File: src/rtl/nibble_serial_adder_pkg.sv
// nibble_serial_adder_pkg: shared state type and slice width for the nibble-serial adder
package nibble_serial_adder_pkg;
  typedef enum logic [1:0] {IDLE, RUN, DONE} nsa_state_t;
  localparam int NIBBLE_W = 4;
endpackage

File: src/rtl/nibble_serial_adder_adder_1b.sv
// adder_1b: combinational 4-bit ripple-carry slice
module adder_1b (
  input  logic [3:0] a,
  input  logic [3:0] b,
  input  logic       cin,
  output logic [3:0] sum,
  output logic       carry
);
  assign {carry, sum} = {1'b0, a} + {1'b0, b} + {4'b0, cin};
endmodule

File: src/rtl/nibble_serial_adder.sv
// nibble_serial_adder: WIDTH-bit add done one nibble per cycle through a shared 4-bit slice
module nibble_serial_adder
  import nibble_serial_adder_pkg::*;
#(
  parameter int WIDTH = 16
) (
  input  logic             clk,
  input  logic             rst_n,
  input  logic             in_valid,
  output logic             in_ready,
  input  logic [WIDTH-1:0] a,
  input  logic [WIDTH-1:0] b,
  input  logic             cin,
  output logic             out_valid,
  input  logic             out_ready,
  output logic [WIDTH-1:0] sum,
  output logic             cout,
  output logic             ovf
);
  localparam int NIB = WIDTH / NIBBLE_W;
  localparam int CW = $clog2(NIB);
  localparam logic [CW-1:0] LAST = CW'(NIB - 1);
  if (WIDTH % NIBBLE_W != 0 || WIDTH < 8) begin : g_width_check
    $error("nibble_serial_adder: WIDTH must be a multiple of 4 and >= 8");
  end
  nsa_state_t state_q, state_d;
  logic [WIDTH-1:0] a_q, a_d, b_q, b_d, res_q, res_d, sum_q, sum_d, res_nx;
  logic [CW-1:0] cnt_q, cnt_d;
  logic carry_q, carry_d, a_msb_q, a_msb_d, b_msb_q, b_msb_d;
  logic cout_q, cout_d, ovf_q, ovf_d;
  logic [NIBBLE_W-1:0] s_sum;
  logic s_carry;
  adder_1b u_slice (
    .a    (a_q[NIBBLE_W-1:0]),
    .b    (b_q[NIBBLE_W-1:0]),
    .cin  (carry_q),
    .sum  (s_sum),
    .carry(s_carry)
  );
  // result fills from the top so the first nibble lands at bit 0 after NIB shifts
  assign res_nx    = {s_sum, res_q[WIDTH-1:NIBBLE_W]};
  assign in_ready  = state_q == IDLE;
  assign out_valid = state_q == DONE;
  assign sum       = sum_q;
  assign cout      = cout_q;
  assign ovf       = ovf_q;
  always_comb begin
    state_d = state_q;
    a_d     = a_q;
    b_d     = b_q;
    res_d   = res_q;
    sum_d   = sum_q;
    cnt_d   = cnt_q;
    carry_d = carry_q;
    a_msb_d = a_msb_q;
    b_msb_d = b_msb_q;
    cout_d  = cout_q;
    ovf_d   = ovf_q;
    case (state_q)
      IDLE: if (in_valid) begin
        a_d     = a;
        b_d     = b;
        carry_d = cin;
        cnt_d   = '0;
        a_msb_d = a[WIDTH-1];
        b_msb_d = b[WIDTH-1];
        state_d = RUN;
      end
      RUN: begin
        res_d   = res_nx;
        carry_d = s_carry;
        a_d     = a_q >> NIBBLE_W;
        b_d     = b_q >> NIBBLE_W;
        cnt_d   = cnt_q + CW'(1);
        if (cnt_q == LAST) begin
          sum_d   = res_nx;
          cout_d  = s_carry;
          ovf_d   = (a_msb_q == b_msb_q) && (res_nx[WIDTH-1] != a_msb_q);
          state_d = DONE;
        end
      end
      DONE: state_d = out_ready ? IDLE : DONE;
      default: state_d = IDLE;
    endcase
  end
  always_ff @(posedge clk or negedge rst_n) begin
    if (!rst_n) begin
      state_q <= IDLE;
      a_q     <= '0;
      b_q     <= '0;
      res_q   <= '0;
      sum_q   <= '0;
      cnt_q   <= '0;
      carry_q <= 1'b0;
      a_msb_q <= 1'b0;
      b_msb_q <= 1'b0;
      cout_q  <= 1'b0;
      ovf_q   <= 1'b0;
    end else begin
      state_q <= state_d;
      a_q     <= a_d;
      b_q     <= b_d;
      res_q   <= res_d;
      sum_q   <= sum_d;
      cnt_q   <= cnt_d;
      carry_q <= carry_d;
      a_msb_q <= a_msb_d;
      b_msb_q <= b_msb_d;
      cout_q  <= cout_d;
      ovf_q   <= ovf_d;
    end
  end
endmodule
File: config.mk
export PLATFORM = sky130hd
export DESIGN_NAME = nibble_serial_adder
export DESIGN_NICKNAME = d
export VERILOG_FILES = /design/src/rtl/nibble_serial_adder_pkg.sv /design/src/rtl/nibble_serial_adder_adder_1b.sv /design/src/rtl/nibble_serial_adder.sv
export SDC_FILE = /design/constraint.sdc
export NUM_CORES = 1
export LEC_CHECK = 0
export CAP_MARGIN = 10
export CORE_MARGIN = 4
export CORE_UTILIZATION = 45
export DETAILED_ROUTE_END_ITERATION = 6
export PLACE_DENSITY = 0.72
export SLEW_MARGIN = 0
export SYNTH_ARGS = -nofsm -noshare
export SYNTH_HDL_FRONTEND = slang
export SYNTH_HIERARCHICAL = 1
export SYNTH_SLANG_ARGS = --single-unit
File: constraint.sdc
create_clock -name clk -period 1.9 [get_ports clk]
set_input_delay 0.57 -clock clk [delete_from_list [all_inputs] [get_ports clk]]
set_output_delay 0.57 -clock clk [all_outputs]
set_load 0.005 [all_outputs]
# Word-level counts from Yosys, hierarchy flattened
# Index checks and enable logic that the tools add are counted.
word_totals:
  ff_bits: 73
  input_bits: 37
  output_inout_bits: 20
  elab_cells: 40
classes:
  add_sub_neg: 3
  n_eq_ne: 7
  n_mux: 12
  reduce_logical: 7
op_table:
  columns: ["op", "n"]
  rows:
  - ["one-hot mux 16 bit (2 select lines)", 2]
  - ["two-way mux 16 bit", 2]
  - ["two-way mux 2 bit", 4]
  - ["AND reduction 2 bit", 4]
  - ["one-hot mux 2 bit (3 select lines)", 1]
  - ["adder 4 x 4 -> 5 bit", 1]
  - ["adder 5 x 1 -> 5 bit", 1]
  - ["equality test 2 bit, second input constant", 2]
  - ["inequality test 2 bit, second input constant", 2]
  - ["one-hot mux 2 bit (2 select lines)", 1]
  - ["adder 2 x 1 -> 2 bit, second input constant", 1]
  - ["equality test 2 x 1 -> 1 bit, second input constant", 1]
  - ["zero test 2 bit", 1]
  - ["one-hot mux 1 bit (2 select lines)", 1]
  - ["nonzero test 2 bit", 1]
  - ["equality test 1 bit", 1]
  - ["logical AND 1 bit", 1]
  - ["two-way mux 1 bit", 1]
  - ["inequality test 1 bit", 1]

# Longest topological paths before layout
logic_depth:
  depth_word: 4
  depth_mapped: 8
  depth_no_buf: 8

# Modules after synthesis
# Netlist, hierarchy kept.
by_module_without_submodules:
  columns: ["mod", "n_inst", "cells_per_inst", "area_each_um2"]
  rows:
  - ["nibble_serial_adder", 1, 274, 3139.3]
  - ["adder_1b", 1, 16, 143.9]

# Worst setup path before layout
# OpenSTA, ideal clock, no wires.
synth_path:
  path_kind: "register -> register"
  from: "reg a_q[0]"
  to: "reg ovf_q, in the netlist ovf"
  setup_ns: 0.126
  arrival_time_ns: 1.656
  required_ns: 1.774
  slack_ns: 0.118
  stages_incl_launch_ff: 8
  period_less_slack_ns: 1.782
  cell_sequence: "dfrtp_1 -> fa_1 -> a21o_1 -> a21oi_2 -> xnor2_1 -> and3b_1 -> a21oi_1 -> o21ai_0"
synth_between:
  elab_chain_len: 4
synth_rtl:
  columns: ["element", "line_no", "text"]
  rows:
  - ["start: declaration", "nibble_serial_adder.sv:27", "logic [WIDTH-1:0] a_q, a_d, b_q, b_d, res_q, res_d, sum_q, sum_d, res_nx;"]
  - ["start signal: assignment", "nibble_serial_adder.sv:89", "a_q <= '0;"]
  - ["start signal: assignment", "nibble_serial_adder.sv:101", "a_q <= a_d;"]
  - ["adder 4 x 4 -> 5 bit", "nibble_serial_adder_adder_1b.sv:9", "assign {carry, sum} = {1'b0, a} + {1'b0, b} + {4'b0, cin};"]
  - ["adder 5 x 1 -> 5 bit", "nibble_serial_adder_adder_1b.sv:9", null]
  - ["net s_sum[3]", "nibble_serial_adder.sv:31", "logic [NIBBLE_W-1:0] s_sum;"]
  - ["inequality test 1 bit", "nibble_serial_adder.sv:78", "ovf_d = (a_msb_q == b_msb_q) && (res_nx[WIDTH-1] != a_msb_q);"]
  - ["logical AND 1 bit", "nibble_serial_adder.sv:78", null]
  - ["end signal: assignment", "nibble_serial_adder.sv:110", "ovf_q <= ovf_d;"]
  - ["end: declaration", "nibble_serial_adder.sv:30", "logic cout_q, cout_d, ovf_q, ovf_d;"]
# The timed path passes the listed nets, and every way through them passes these cells.
# A chain may end at the register's enable or synchronous reset.

# Final worst setup path
layout_path:
  from: "reg carry_q"
  to: "reg ovf_q, in the netlist ovf"
layout_between:
  elab_chain_len: 3
layout_rtl:
  columns: ["element", "line_no", "text"]
  rows:
  - ["start: declaration", "nibble_serial_adder.sv:29", "logic carry_q, carry_d, a_msb_q, a_msb_d, b_msb_q, b_msb_d;"]
  - ["start signal: assignment", "nibble_serial_adder.sv:106", "carry_q <= carry_d;"]
  - ["adder 5 x 1 -> 5 bit", "nibble_serial_adder_adder_1b.sv:9", null]
  - ["net s_sum[3]", "nibble_serial_adder.sv:31", null]
  - ["inequality test 1 bit", "nibble_serial_adder.sv:78", null]
  - ["logical AND 1 bit", "nibble_serial_adder.sv:78", null]
# The timed path passes the listed nets, and every way through them passes these cells.

==> out/results.tsv <==
stage	metric	value	unit
power_and_ir_drop	power_density	1650	mW/mm^2
synthesis	ys_warn_count	6	
power_and_ir_drop	internal_power	0.00472	W
critical_path	crit_arrival	2050	ps
drt	routed_wl	6630	um
placed_design	placed_cells	431	
critical_path	cp_slowest_cell	dfrtp_1	
drt	vias	2278	
floorplanning	die_h	93.4	um
timing	fin_crit	1830	ps
power_and_ir_drop	share_comb_of_total_power	40.3	%
drt	drt_iter0_markers	99	
placed_design	dp_hpwl	4400	um
placed_design	gp_congestion	0.763	
critical_path	path_cells	fa_2, a21o_1, a21oi_2, xnor2_2, and3b_1, a21oi_2, o21ai_0	
clock_tree	ctsHoldBuffers	0	
critical_path	start_kind	flip-flop	
floorplanning	row_count	30	
critical_path	r2r_start	carry_q	
synthesis	synth_nets	333	
timing	finalClockSkew	7.68	ps
clock_tree	cts_buffer_depth	2	
clock_tree	clk_latency	350	ps
synthesis	avgSynthCellArea	11.3	sq um
critical_path	max_stage_delay	410	ps
synthesis	seq_area_frac_synth	52.6	%
critical_path	worstSetupPathType	flip-flop to flip-flop	
floorplanning	ioPinCount	57	
layout	drive_gt1_share	19.3	%
layout	fin_area	0.00421	sq mm
power_and_ir_drop	sw_frac_of_total	32.0	%
global_routing	grt_pass1_vias	2294	
drt	antenna_left	0	
power_and_ir_drop	ir_drop	0.000826	V
critical_path	crit_family	compound AO/OA/AOI/OAI gates	
layout	final_common_cell	dfrtp_1	
drt	drc	0	
placed_design	port_buffers	56	
timing	hold_viol	0	
power_and_ir_drop	sequentialPowerShare	36.6	%
synthesis	post_synth_instance_area	0.00328	sq mm
critical_path	r2r_end	ovf	
timing	fmax	547	MHz
layout	nFillCells	572	
clock_tree	numCtsBuffers	9	
global_routing	grt_max_degree	70	
timing	setup_viol	0	
critical_path	endpoint_kind	flip-flop	
drt	vias_per_cell	5.07	
critical_path	path_buf_inv	0	
layout	final_cell_mix	68 x dfrtp_1, 53 x clkdlybuf4s50_1, 37 x o21ai_0, 36 x nand2_1, 32 x a21oi_1	
timing	drv_slew	0	
synthesis	syn_inst	290	
critical_path	critical_path_required	2120	ps
placed_design	place_area	0.00391	sq mm
timing	worst_slack	70.8	ps
status	outcome	finished, final reports clean	
critical_path	reg2reg_depth	7	
global_routing	grt.overflow.total	0	
clock_tree	htreeDepth	3	
clock_tree	cts_root_buf	clkbuf_8	
synthesis	synthArstFlopShare	100	%
layout	area_growth	28.2	%
placed_design	place_ws	-132	ps
power_and_ir_drop	clockPowerShare	23.1	%
floorplanning	core	0.00694	sq mm
floorplanning	fp.dieW	93.4	um
floorplanning	initial_core_util	47.3	%
hold_path	hp-class	input port to async pin	
power_and_ir_drop	leakagePower	1.97	nW
global_routing	grt_pass1_wl	11200	um
layout	fin_util	60.6	%
global_routing	grtUsageTotal	16.5	%
timing	fin_crit_sh	96.3	%
synthesis	synth_seq_cells	69	
layout	finalNonFillerCells	449	
timing	tightest_slew	640	ps
clock_tree	cts.sinks	69	
clock_tree	cts_tree	yes	
global_routing	antenna_found_initial	0	
critical_path	crit_fanout	2	
critical_path	r2r_slack	70	ps
drt	wl_per_cell	14.8	um
critical_path	cp_common_cell	a21oi_2	
layout	diodes	0	
timing	relSlewSlack	57.2	%
floorplanning	die_area	0.00873	sq mm
power_and_ir_drop	switchingPower	0.00223	W
layout	fin_nets	391	
timing	final.setup.tns	0	ps
synthesis	synthFlopType	dfrtp_1	
flow_run	maxCapViolations	0	
synthesis	synth_edf_count	0	
clock_tree	clkTransAtPathRegs	70	ps
synthesis	synth_cell_types	28	
drt	drt-pass1-iter-count	4	
[kinds of logic after synthesis]
family	share of synthesized area (%)
AND/OR/NAND/NOR	14.9
AO/OA/AOI/OAI	12.3
flip-flops	52.6
multiplexers	12.0
buffers and inverters	4.84
adder cells (fa/ha/maj)	2.74
XOR/XNOR	0.534
[cell usage after synthesis (all sizes together) (4+ instances only)]
master  number  area (sq um)
a21oi       34           174
and2b        4          30.0
and3b       24           210
buf         12           103
clkbuf       8          30.0
dfrtp       69          1730
ha           4          50.1
inv          7          26.3
mux2        31           394
nand2       36           135
nor2b        8          57.6
o21ai       38           190
[worst reg2reg max path, cell delays in order, from the launching register on]
cell     delay [ps]
dfrtp_1         410
fa_2            410
a21o_1          200
a21oi_2         160
xnor2_2         150
and3b_1         210
a21oi_2          90
o21ai_0          80
[power by group through the flow]
stage / Combinational (W) / Sequential (W) / Clock, W
floorplan: 0.00193 / 0.00246 / 0
global placement: 0.00266 / 0.00253 / 0
detailed placement: 0.00275 / 0.00257 / 0
CTS: 0.00282 / 0.00255 / 0.00162
global route: 0.00311 / 0.00264 / 0.00169
finish: 0.00280 / 0.00254 / 0.00160
[stage by stage]
stage	total power (W)	hold slack, ps
3_5_place_dp	0.00532	473
3_3_place_gp	0.00519	461
4_1_cts	0.00700	237
5_1_grt	0.00745	257
2_1_floorplan	0.00439	274
6_report	0.00695	235
[how the worst max path moves through the flow]
| stage | startpoint | to | slack [ps] | cells past startpoint |
|---|---|---|---|---|
| 2_1_floorplan | a_q[0] | ovf | 120 | 7 |
| 3_3_place_gp | in_valid | a_q[10] | -50 | 5 |
| 3_5_place_dp | in_valid | b_q[3] | -130 | 5 |
| 4_1_cts | state_q[1] | in_ready | -140 | 2 |
| 5_1_grt | carry_q | ovf | -3 | 7 |
| 6_report | carry_q | ovf | 70 | 7 |
[layout make-up]
cell class              count  area, sq um  share of cell area (%)
flip-flops and latches     69         1730                    41.0
multi-input cells         194         1410                    33.6
repair buffers             67          652                    15.5
clock inverters             7          146                    3.48
clock buffers               9          124                    2.94
well taps                  96          120                    2.85
inverters                   7         26.3                   0.624
[layer usage]
metal  wire length, um  GRT usage [%]
met1              2920           22.2
met4                94           5.49
met3               393           4.67
met2              3220           25.8
met5                 0              0
[flip-flops by register name, summed over array words and instances (netlist names)]
register  count
a_msb_q       1
a_q          16
b_msb_q       1
b_q          16
carry_q       1
cnt_q         2
cout          1
ovf           1
res_q        12
state_q       2
sum          16
[what timing repair did]
item,in CTS,in global routing
setup buffers,1,1
pin swaps,0,4
setup endpoints to repair,3,3
resized for setup,4,2
Power figures use the tool's default switching activity.
